## src/rtl/eq_axil_cfg_regs.sv

```systemverilog
// AXI-Lite register bank for the equaliser: control, sticky status and per-band coefficients.
// Optional byte-lane write strobes are enabled by defining EQ_AXIL_WSTRB_EN.
module eq_axil_cfg_regs #(
    parameter int C_S00_AXIL_DATA_WIDTH = 32,
    parameter int C_S00_AXIL_ADDR_WIDTH = 7,
    parameter int NUM_BANDS             = 10,
    parameter int AMPLIFICATION_WIDTH   = 24,
    parameter int BOUNDARIES_WIDTH      = 11
) (
    input  logic                                          clk,
    input  logic                                          rst,
    input  logic [C_S00_AXIL_ADDR_WIDTH-1:0]              s00_axil_awaddr,
    input  logic                                          s00_axil_awvalid,
    output logic                                          s00_axil_awready,
    input  logic [C_S00_AXIL_DATA_WIDTH-1:0]              s00_axil_wdata,
`ifdef EQ_AXIL_WSTRB_EN
    input  logic [C_S00_AXIL_DATA_WIDTH/8-1:0]            s00_axil_wstrb,
`endif
    input  logic                                          s00_axil_wvalid,
    output logic                                          s00_axil_wready,
    output logic [1:0]                                    s00_axil_bresp,
    output logic                                          s00_axil_bvalid,
    input  logic                                          s00_axil_bready,
    input  logic [C_S00_AXIL_ADDR_WIDTH-1:0]              s00_axil_araddr,
    input  logic                                          s00_axil_arvalid,
    output logic                                          s00_axil_arready,
    output logic [C_S00_AXIL_DATA_WIDTH-1:0]              s00_axil_rdata,
    output logic [1:0]                                    s00_axil_rresp,
    output logic                                          s00_axil_rvalid,
    input  logic                                          s00_axil_rready,
    output logic [NUM_BANDS*AMPLIFICATION_WIDTH-1:0]      amplification_o,
    output logic [NUM_BANDS*BOUNDARIES_WIDTH-1:0]         boundaries_o,
    output logic                                          enable_o,
    output logic                                          start_o,
    input  logic                                          done_i
);
    localparam int DW       = C_S00_AXIL_DATA_WIDTH;
    localparam int IW       = C_S00_AXIL_ADDR_WIDTH - 2;
    localparam int AMW      = AMPLIFICATION_WIDTH;
    localparam int BNW      = BOUNDARIES_WIDTH;
    localparam int AMP_BASE = 2;
    localparam int BND_BASE = NUM_BANDS + 2;
    localparam int MAP_END  = 2 * NUM_BANDS + 2;
    localparam logic [1:0] RESP_OKAY   = 2'b00;
    localparam logic [1:0] RESP_SLVERR = 2'b10;

    genvar gi;

    logic          aw_full_reg, aw_full_next;
    logic          w_full_reg, w_full_next;
    logic [IW-1:0] aw_idx_reg;
    logic [DW-1:0] w_data_reg;
    logic [DW-1:0] w_mask;
    logic          aw_rdy_reg, w_rdy_reg, ar_rdy_reg;
    logic          bvalid_reg, bvalid_next;
    logic [1:0]    bresp_reg;
    logic          rvalid_reg, rvalid_next;
    logic [1:0]    rresp_reg, rresp_next;
    logic [DW-1:0] rdata_reg, rdata_next;
    logic          enable_reg, done_reg, start_reg;
    logic          aw_hs, w_hs, ar_hs, commit;
    logic          ctrl_wr, status_wr, wr_mapped;
    logic [IW-1:0] ar_idx;
    logic          unused_bits;

`ifdef EQ_AXIL_WSTRB_EN
    logic [DW/8-1:0] w_strb_reg;
    for (gi = 0; gi < DW / 8; gi++) begin : g_mask
        assign w_mask[gi*8 +: 8] = {8{w_strb_reg[gi]}};
    end
`else
    assign w_mask = '1;
`endif

    assign aw_hs     = s00_axil_awvalid && aw_rdy_reg;
    assign w_hs      = s00_axil_wvalid && w_rdy_reg;
    assign ar_hs     = s00_axil_arvalid && ar_rdy_reg;
    assign commit    = aw_full_reg && w_full_reg;
    assign ctrl_wr   = commit && (aw_idx_reg == IW'(0));
    assign status_wr = commit && (aw_idx_reg == IW'(1));
    assign wr_mapped = int'(aw_idx_reg) < MAP_END;
    assign ar_idx    = s00_axil_araddr[C_S00_AXIL_ADDR_WIDTH-1:2];

    assign aw_full_next = aw_hs || (aw_full_reg && !commit);
    assign w_full_next  = w_hs || (w_full_reg && !commit);
    assign bvalid_next  = commit || (bvalid_reg && !s00_axil_bready);
    assign rvalid_next  = ar_hs || (rvalid_reg && !s00_axil_rready);

    // Readies are registered from next-state so they are low during reset and have no input-to-output path.
    always_ff @(posedge clk or negedge rst) begin
        if (!rst) begin
            aw_full_reg <= 1'b0;
            w_full_reg  <= 1'b0;
            aw_idx_reg  <= '0;
            w_data_reg  <= '0;
`ifdef EQ_AXIL_WSTRB_EN
            w_strb_reg  <= '0;
`endif
            aw_rdy_reg  <= 1'b0;
            w_rdy_reg   <= 1'b0;
            ar_rdy_reg  <= 1'b0;
            bvalid_reg  <= 1'b0;
            bresp_reg   <= RESP_OKAY;
            rvalid_reg  <= 1'b0;
            rresp_reg   <= RESP_OKAY;
            rdata_reg   <= '0;
            enable_reg  <= 1'b0;
            done_reg    <= 1'b0;
            start_reg   <= 1'b0;
        end else begin
            aw_full_reg <= aw_full_next;
            w_full_reg  <= w_full_next;
            aw_rdy_reg  <= !aw_full_next && !bvalid_next;
            w_rdy_reg   <= !w_full_next && !bvalid_next;
            ar_rdy_reg  <= !rvalid_next;
            bvalid_reg  <= bvalid_next;
            rvalid_reg  <= rvalid_next;
            if (aw_hs) begin
                aw_idx_reg <= s00_axil_awaddr[C_S00_AXIL_ADDR_WIDTH-1:2];
            end
            if (w_hs) begin
                w_data_reg <= s00_axil_wdata;
`ifdef EQ_AXIL_WSTRB_EN
                w_strb_reg <= s00_axil_wstrb;
`endif
            end
            if (commit) begin
                bresp_reg <= wr_mapped ? RESP_OKAY : RESP_SLVERR;
            end
            if (ar_hs) begin
                rdata_reg <= rdata_next;
                rresp_reg <= rresp_next;
            end
            start_reg <= ctrl_wr && w_mask[0] && w_data_reg[0];
            if (ctrl_wr && w_mask[1]) begin
                enable_reg <= w_data_reg[1];
            end
            // A done indication in the same cycle as a clear must not be lost.
            if (done_i) begin
                done_reg <= 1'b1;
            end else if (status_wr && w_mask[0] && w_data_reg[0]) begin
                done_reg <= 1'b0;
            end
        end
    end

    for (gi = 0; gi < NUM_BANDS; gi++) begin : g_band
        logic [AMW-1:0] amp_reg;
        logic [BNW-1:0] bnd_reg;

        always_ff @(posedge clk or negedge rst) begin
            if (!rst) begin
                amp_reg <= '0;
                bnd_reg <= '0;
            end else if (commit) begin
                if (aw_idx_reg == IW'(AMP_BASE + gi)) begin
                    amp_reg <= AMW'((w_data_reg & w_mask) | (DW'(amp_reg) & ~w_mask));
                end
                if (aw_idx_reg == IW'(BND_BASE + gi)) begin
                    bnd_reg <= BNW'((w_data_reg & w_mask) | (DW'(bnd_reg) & ~w_mask));
                end
            end
        end

        assign amplification_o[gi*AMW +: AMW] = amp_reg;
        assign boundaries_o[gi*BNW +: BNW]    = bnd_reg;
    end

    always_comb begin
        rdata_next = '0;
        rresp_next = RESP_OKAY;
        if (ar_idx == IW'(0)) begin
            rdata_next[1] = enable_reg;
        end else if (ar_idx == IW'(1)) begin
            rdata_next[0] = done_reg;
        end else if (int'(ar_idx) >= MAP_END) begin
            rresp_next = RESP_SLVERR;
        end
        for (int i = 0; i < NUM_BANDS; i++) begin
            if (ar_idx == IW'(AMP_BASE + i)) begin
                rdata_next[AMW-1:0] = amplification_o[i*AMW +: AMW];
            end
            if (ar_idx == IW'(BND_BASE + i)) begin
                rdata_next[BNW-1:0] = boundaries_o[i*BNW +: BNW];
            end
        end
    end

    assign unused_bits = ^{s00_axil_awaddr[1:0], s00_axil_araddr[1:0], w_data_reg, w_mask};

    assign s00_axil_awready = aw_rdy_reg;
    assign s00_axil_wready  = w_rdy_reg;
    assign s00_axil_arready = ar_rdy_reg;
    assign s00_axil_bvalid  = bvalid_reg;
    assign s00_axil_bresp   = bresp_reg;
    assign s00_axil_rvalid  = rvalid_reg;
    assign s00_axil_rresp   = rresp_reg;
    assign s00_axil_rdata   = rdata_reg;
    assign enable_o         = enable_reg;
    assign start_o          = start_reg;
endmodule

```

## config.mk

```make
export PLATFORM = sky130hd
export DESIGN_NAME = eq_axil_cfg_regs
export DESIGN_NICKNAME = d
export VERILOG_FILES = /design/src/rtl/eq_axil_cfg_regs.sv
export SDC_FILE = /design/constraint.sdc
export NUM_CORES = 1
export LEC_CHECK = 0
export ABC_AREA = 1
export ABC_CLOCK_PERIOD_IN_PS = 2800
export CAP_MARGIN = 20
export CORE_MARGIN = 8
export CORE_UTILIZATION = 54
export DETAILED_ROUTE_END_ITERATION = 7
export PLACE_DENSITY = 0.87
export SLEW_MARGIN = 20
export SYNTH_ARGS = -nofsm -noshare
export SYNTH_HDL_FRONTEND = slang
export SYNTH_SLANG_ARGS = --single-unit
```

## constraint.sdc

```tcl
create_clock -name clk -period 2.8 [get_ports clk]
set_input_delay 0.56 -clock clk [delete_from_list [all_inputs] [get_ports clk]]
set_output_delay 0.56 -clock clk [all_outputs]
set_load 0.05 [all_outputs]
```

# Yosys cells after proc, flatten, opt, wreduce, memory -nomap -nowiden

Cells that the tools add are included.

Bits in writable memories: 0
Output and inout port bits: 393
Word-level logic and storage cells: 156
Memories kept: 0
Memory bits (read-only): 0
Bits in latches: 0
Register bits: 417

Multiply operators: 0
Shift-type cells: 0
Div/mod/pow operators: 0
Reduce and logical (&&, ||, !) cells: 48
Add/sub/neg operators: 0
Equality and inequality tests: 42
Bitwise gates (word level): 0
Magnitude comparators: 2
Mux-type cells: 29

Operator list:

| operator                                      | count |
|---|---|
| 2-to-1 mux 24 bit                             | 10 |
| 2-to-1 mux 11 bit                             | 10 |
| == test 5 x 4 -> 1 bit, second input constant | 16 |
| == test 5 bit, second input constant          | 12 |
| == test 5 x 3 -> 1 bit, second input constant | 8 |
| AND reduction 2 bit                           | 20 |
| == test 5 x 2 -> 1 bit, second input constant | 4 |
| logical AND 1 bit                             | 14 |
| == test 5 x 1 -> 1 bit, second input constant | 2 |
| logical NOT 5 bit                             | 2 |
| 2-to-1 mux 2 bit                              | 4 |
| logical NOT 1 bit                             | 7 |
| >= comparator 5 bit, second input constant    | 1 |
| < comparator 5 bit, second input constant     | 1 |
| 2-to-1 mux 1 bit                              | 5 |
| logical OR 1 bit                              | 4 |
| nonzero test 2 bit                            | 1 |

# Longest topological paths before layout

Depth after elaboration: 23
Gate-level depth with buffers: 19
Gate-level depth less buffers: 18

# Least setup slack after synthesis

No wires, ideal clock.

Path type: input -> register
Start: input s00_axil_araddr[3]
End: register rdata_reg[10], in the netlist s00_axil_rdata[10]
Data required time: 2.687 ns
Slack: 0.819 ns
Buffers on the path: 1
Cell stages on the path: 12
Library setup time: 0.113 ns
Data arrival time: 1.868 ns
Path through: nor2_1 -> nand2_2 -> nor2_4 -> inv_2 -> clkbuf_1 -> or2_2 -> nand2_1 -> nand4_1 -> nand2_1 -> nand4_1 -> nand2_1 -> inv_1

Word-level cells in the longest chain between the ends: 21

Ends and longest elaborated chain:

| what                   | line | text |
|---|---|---|
| from (decl)            | 24   | `input logic [C_S00_AXIL_ADDR_WIDTH-1:0] s00_axil_araddr,` |
| == test 5 x 2 -> 1 bit | 180  | `if (ar_idx == IW'(AMP_BASE + i)) begin` |
| 2-to-1 mux 24 bit      | 180  |  |
| 2-to-1 mux 11 bit      | 183  | `if (ar_idx == IW'(BND_BASE + i)) begin` |
| 2-to-1 mux 24 bit      | 180  |  |
| 2-to-1 mux 11 bit      | 183  |  |
| 2-to-1 mux 24 bit      | 180  |  |
| 2-to-1 mux 11 bit      | 183  |  |
| 2-to-1 mux 24 bit      | 180  |  |
| [5 not listed]         | --   |  |
| 2-to-1 mux 24 bit      | 180  |  |
| 2-to-1 mux 11 bit      | 183  |  |
| 2-to-1 mux 24 bit      | 180  |  |
| 2-to-1 mux 11 bit      | 183  |  |
| 2-to-1 mux 24 bit      | 180  |  |
| 2-to-1 mux 11 bit      | 183  |  |
| 2-to-1 mux 24 bit      | 180  |  |
| 2-to-1 mux 11 bit *    | 183  |  |
| to (signal assigned)   | 131  | `rdata_reg <= rdata_next;` |
| to (decl)              | 59   | `logic [DW-1:0] rdata_reg, rdata_next;` |

Mark *: on every way between the ends. The rest lies on a longest branch, timed or not.
A chain may end at the register's enable or synchronous reset.

# Worst setup path after layout

Start: input s00_axil_araddr[3]
End: register rdata_reg[8], in the netlist s00_axil_rdata[8]

Same word-level chain as after synthesis.

==> results.toml <==
[placement]
dp_cells = 2962
postPlaceCellArea_mm2 = 0.0231
gp_congestion = 0.947
port_buffers = 424
dp_hpwl_mm = 49.3

[power]
power.switching_mw = 15.6
p_sw_share_pct = 49.9
p_leak_nw = 11.2
ir_drop_uv = 1170
seq_power_share_pct = 32.9
internal_power_mw = 15.7
p_comb_share_pct = 49.9
p_per_area_mw_per_mm2 = 1280
clkPwrFrac_pct = 17.2

[floorplan]
rows = 66
core-area_mm2 = 0.0326
boundaryPins = 447
die_h_um = 198
fp.dieW_um = 198
start_util_pct = 55.0
die_area_mm2 = 0.0393

[sta]
max_freq_ghz = 0.377
setup_viol = 0
finalCriticalPeriod_ns = 2.65
slew_headroom_pct = 31.6
worstMarginPinSlew_ns = 1.02
slew_viol_final = 0
fin_crit_sh_pct = 94.6
skew_ns = 0.0173
rsz0062_at_grt = "no"
hold_violations = 0

[yosys]
synth_area_leader_cell = "dfrtp_1"
syn_area_mm2 = 0.0180
ys.flop_type = "dfrtp_1"
synthCells = 2135
synth_edf_count = 0
ys_ff_latch = 415
ys_seq_area_share_pct = 57.8
avgSynthCellArea_um2 = 8.41
synthDistinctLibCells = 31
yosysWarnings = 0
synth_top_area_share_pct = 57.8
ys_top_cells_by_area = "dfrtp_1 58%, nand2_1 15%, o21ai_0 10%, inv_1 2.7%, clkbuf_1 2.6%"
async_reset_ff_share_pct = 100

[worst_setup_path]
critical_path_class = "input pin to flip-flop"
critical_path_required_ns = 3.28
critPathBufInv = 4
worstPathArrival_ns = 3.13
r2r_slack_ns = 0.24
path_depth = 19
reg2reg_depth = 4
cp-start-kind = "input pin"
slowest_delay_ns = 0.55
worstPathCellList = "clkdlybuf4s50_1 > nor2_2 > nand2_2 > nor2_4 > buf_4 > nand2_1 > nand2_1 > inv_1 > nand3_1 > nand2_1 > nand4_1 > nand2_1 > nand3_1 > nand2_1 > nand4_1 > nand2_1 > nand4_1 > nand2_1 > inv_1"
cp_top_family = "simple AND/OR/NAND/NOR gates"
end_kind = "flip-flop"
worst-path-max-fanout = 9
cp_slowest_cell = "clkdlybuf4s50_1"
crit_path_frequent_cell = "nand2_1"

[grt]
grt_max_degree = 100
antenna_found_initial = 1
first_global_vias = 17164
grt-ovfl-total = 0
grt_usage_pct = 34.1
grt_pass1_wl_mm = 102

[detailed_routing]
drt-vias-per-instance = 5.75
routedWlPerCell_um = 22.4
vias = 17465
drt_wl_total_mm = 68.0
drtPass1Iterations = 6
drc = 0
final_antenna_net_count = 0
drtIter0Drc = 1918

[min_path]
min_path_type = "flip-flop to flip-flop"
hold_path_depth = 2

[final_layout]
largest_reg_flops = 240
nFillCells = 2242
final_cell_area_mm2 = 0.0244
layout-drive-gt1-share_pct = 9.41
area_growth_pct = 36.1
fin_nets = 2620
fin_cells = 3036

[clocking]
clock_path_buffers = 3
numCtsBuffers = 43
cts_tree = "built"
root_buffer = "clkbuf_16"
clk_latency_ns = 0.54
cts.sink_count = 415
cts.reportedPaths.clkPinSlew_ns = 0.06
ctsHtreeMaxLevel = 2

[outcome]
status = "complete, no violations"

[run]
cap_violations = 0
-- path summary, 6_finish.rpt --
| check | from | endpoint |
|---|---|---|
| setup / recovery | s00_axil_araddr[3] | s00_axil_rdata[8] |
| hold / removal | s00_axil_rdata[23] | s00_axil_rdata[23] |
| setup reg to reg | w_full_reg | g_band[5].amp_reg[10] |
| hold reg to reg | s00_axil_rdata[23] | s00_axil_rdata[23] |
| max in group asynchronous | rst | g_band[9].amp_reg[23] |
| min in group asynchronous | rst | g_band[1].amp_reg[20] |
-- worst reg2reg max path, stage by stage (launching register included) --
cell and delay [ns]:
dfrtp_1 0.37, nand2_1 0.15, nor2_1 0.47, nand3_2 0.92
o21ai_0 0.53
-- stage by stage --
step	setup TNS (ns)	util [%]	hold WS [ns]	power (mW)	setup WS (ns)
floorplan	0	-	0.264	19.4	0.819
global placement	-4.64	70.8	0.448	25.5	-0.283
detailed placement	-4.84	70.8	0.481	25.9	-0.358
CTS	0	74.8	0.488	31.3	0.163
global route	0	74.9	0.507	32.5	0.0283
finish	0	74.9	0.489	31.3	0.150
-- area by class of cell --
class / instances / area [µm²] / share of cell area (%)
clock inverters: 12 / 76.3 / 0.312
flip-flops and latches: 415 / 10400 / 42.5
multi-input cells: 1441 / 6490 / 26.6
well taps: 442 / 553 / 2.26
diodes: 1 / 2.50 / 0.0102
repair buffers: 528 / 5180 / 21.2
inverters: 137 / 514 / 2.11
clock buffers: 60 / 1220 / 4.99
-- what timing repair did --
action / 4_1_cts / 5_1_grt
endpoints found under the setup margin: 0 / 3
hold endpoints to repair: 43 / 0
buffers inserted: 0 / 0
gates resized for setup: 0 / 5
hold buffers: 1 / 0
-- cell families after synthesis --
family	synth area share, %
and+or+nand+nor	22.2
buffers and inverters	6.45
DFF	57.8
other	0.0209
AOI/OAI and AO/OA	13.4
muxes	0.125
-- cell usage in the layout, fill, tap and decap left out, types with 2 or more instances in the layout --
master	Yosys	layout
clkbuf_16	0	43
nand3_1	52	48
a21oi_1	54	54
o21ai_1	11	11
nand2_1	724	722
buf_12	0	12
nor2_1	77	73
nor2_2	7	9
o22ai_1	9	9
conb_1	1	10
o31ai_1	2	2
nand2_2	2	4
o211ai_1	7	7
mux2_2	2	2
o21ai_0	366	366
clkdlybuf4s50_1	0	422
nor2_4	2	4
nor3_1	4	4
nand3_2	0	4
clkinv_2	0	8
clkbuf_8	0	8
dfrtp_1	415	415
inv_1	129	129
nand4_1	46	46
clkbuf_1	122	9
or2_0	5	5
or2_2	46	46
a221oi_1	13	13
buf_4	12	91
inv_2	7	7
-- routing by layer --
| layer | vias to the layer above | wire length, µm | track usage (%) |
|---|---|---|---|
| met3 | 221 | 7890 | 9.78 |
| met2 | 1159 | 32100 | 55.5 |
| met1 | 8357 | 24200 | 40.8 |
| met5 | - | 0 | 0 |
| met4 | 0 | 3820 | 17.9 |
| li1 | 7728 | - | - |
-- power by group through the flow --
stage / Clock, mW / Combinational (mW) / Sequential [mW]
after global placement: 0 / 15.3 / 10.2
after detailed placement: 0 / 15.6 / 10.3
after floorplan: 0 / 2.65 / 16.7
final: 5.38 / 15.6 / 10.3
after global routing: 5.64 / 16.3 / 10.5
after CTS: 5.39 / 15.7 / 10.2
-- Yosys cell counts, types with 9 or more instances --
| library cell | instances |
|---|---|
| a21oi_1 | 54 |
| a221oi_1 | 13 |
| buf_2 | 12 |
| buf_4 | 12 |
| clkbuf_1 | 122 |
| dfrtp_1 | 415 |
| inv_1 | 129 |
| nand2_1 | 724 |
| nand3_1 | 52 |
| nand4_1 | 46 |
| nor2_1 | 77 |
| o21ai_0 | 366 |
| o21ai_1 | 11 |
| o22ai_1 | 9 |
| or2_2 | 46 |
Note: power is estimated with default switching activity, not from simulation.
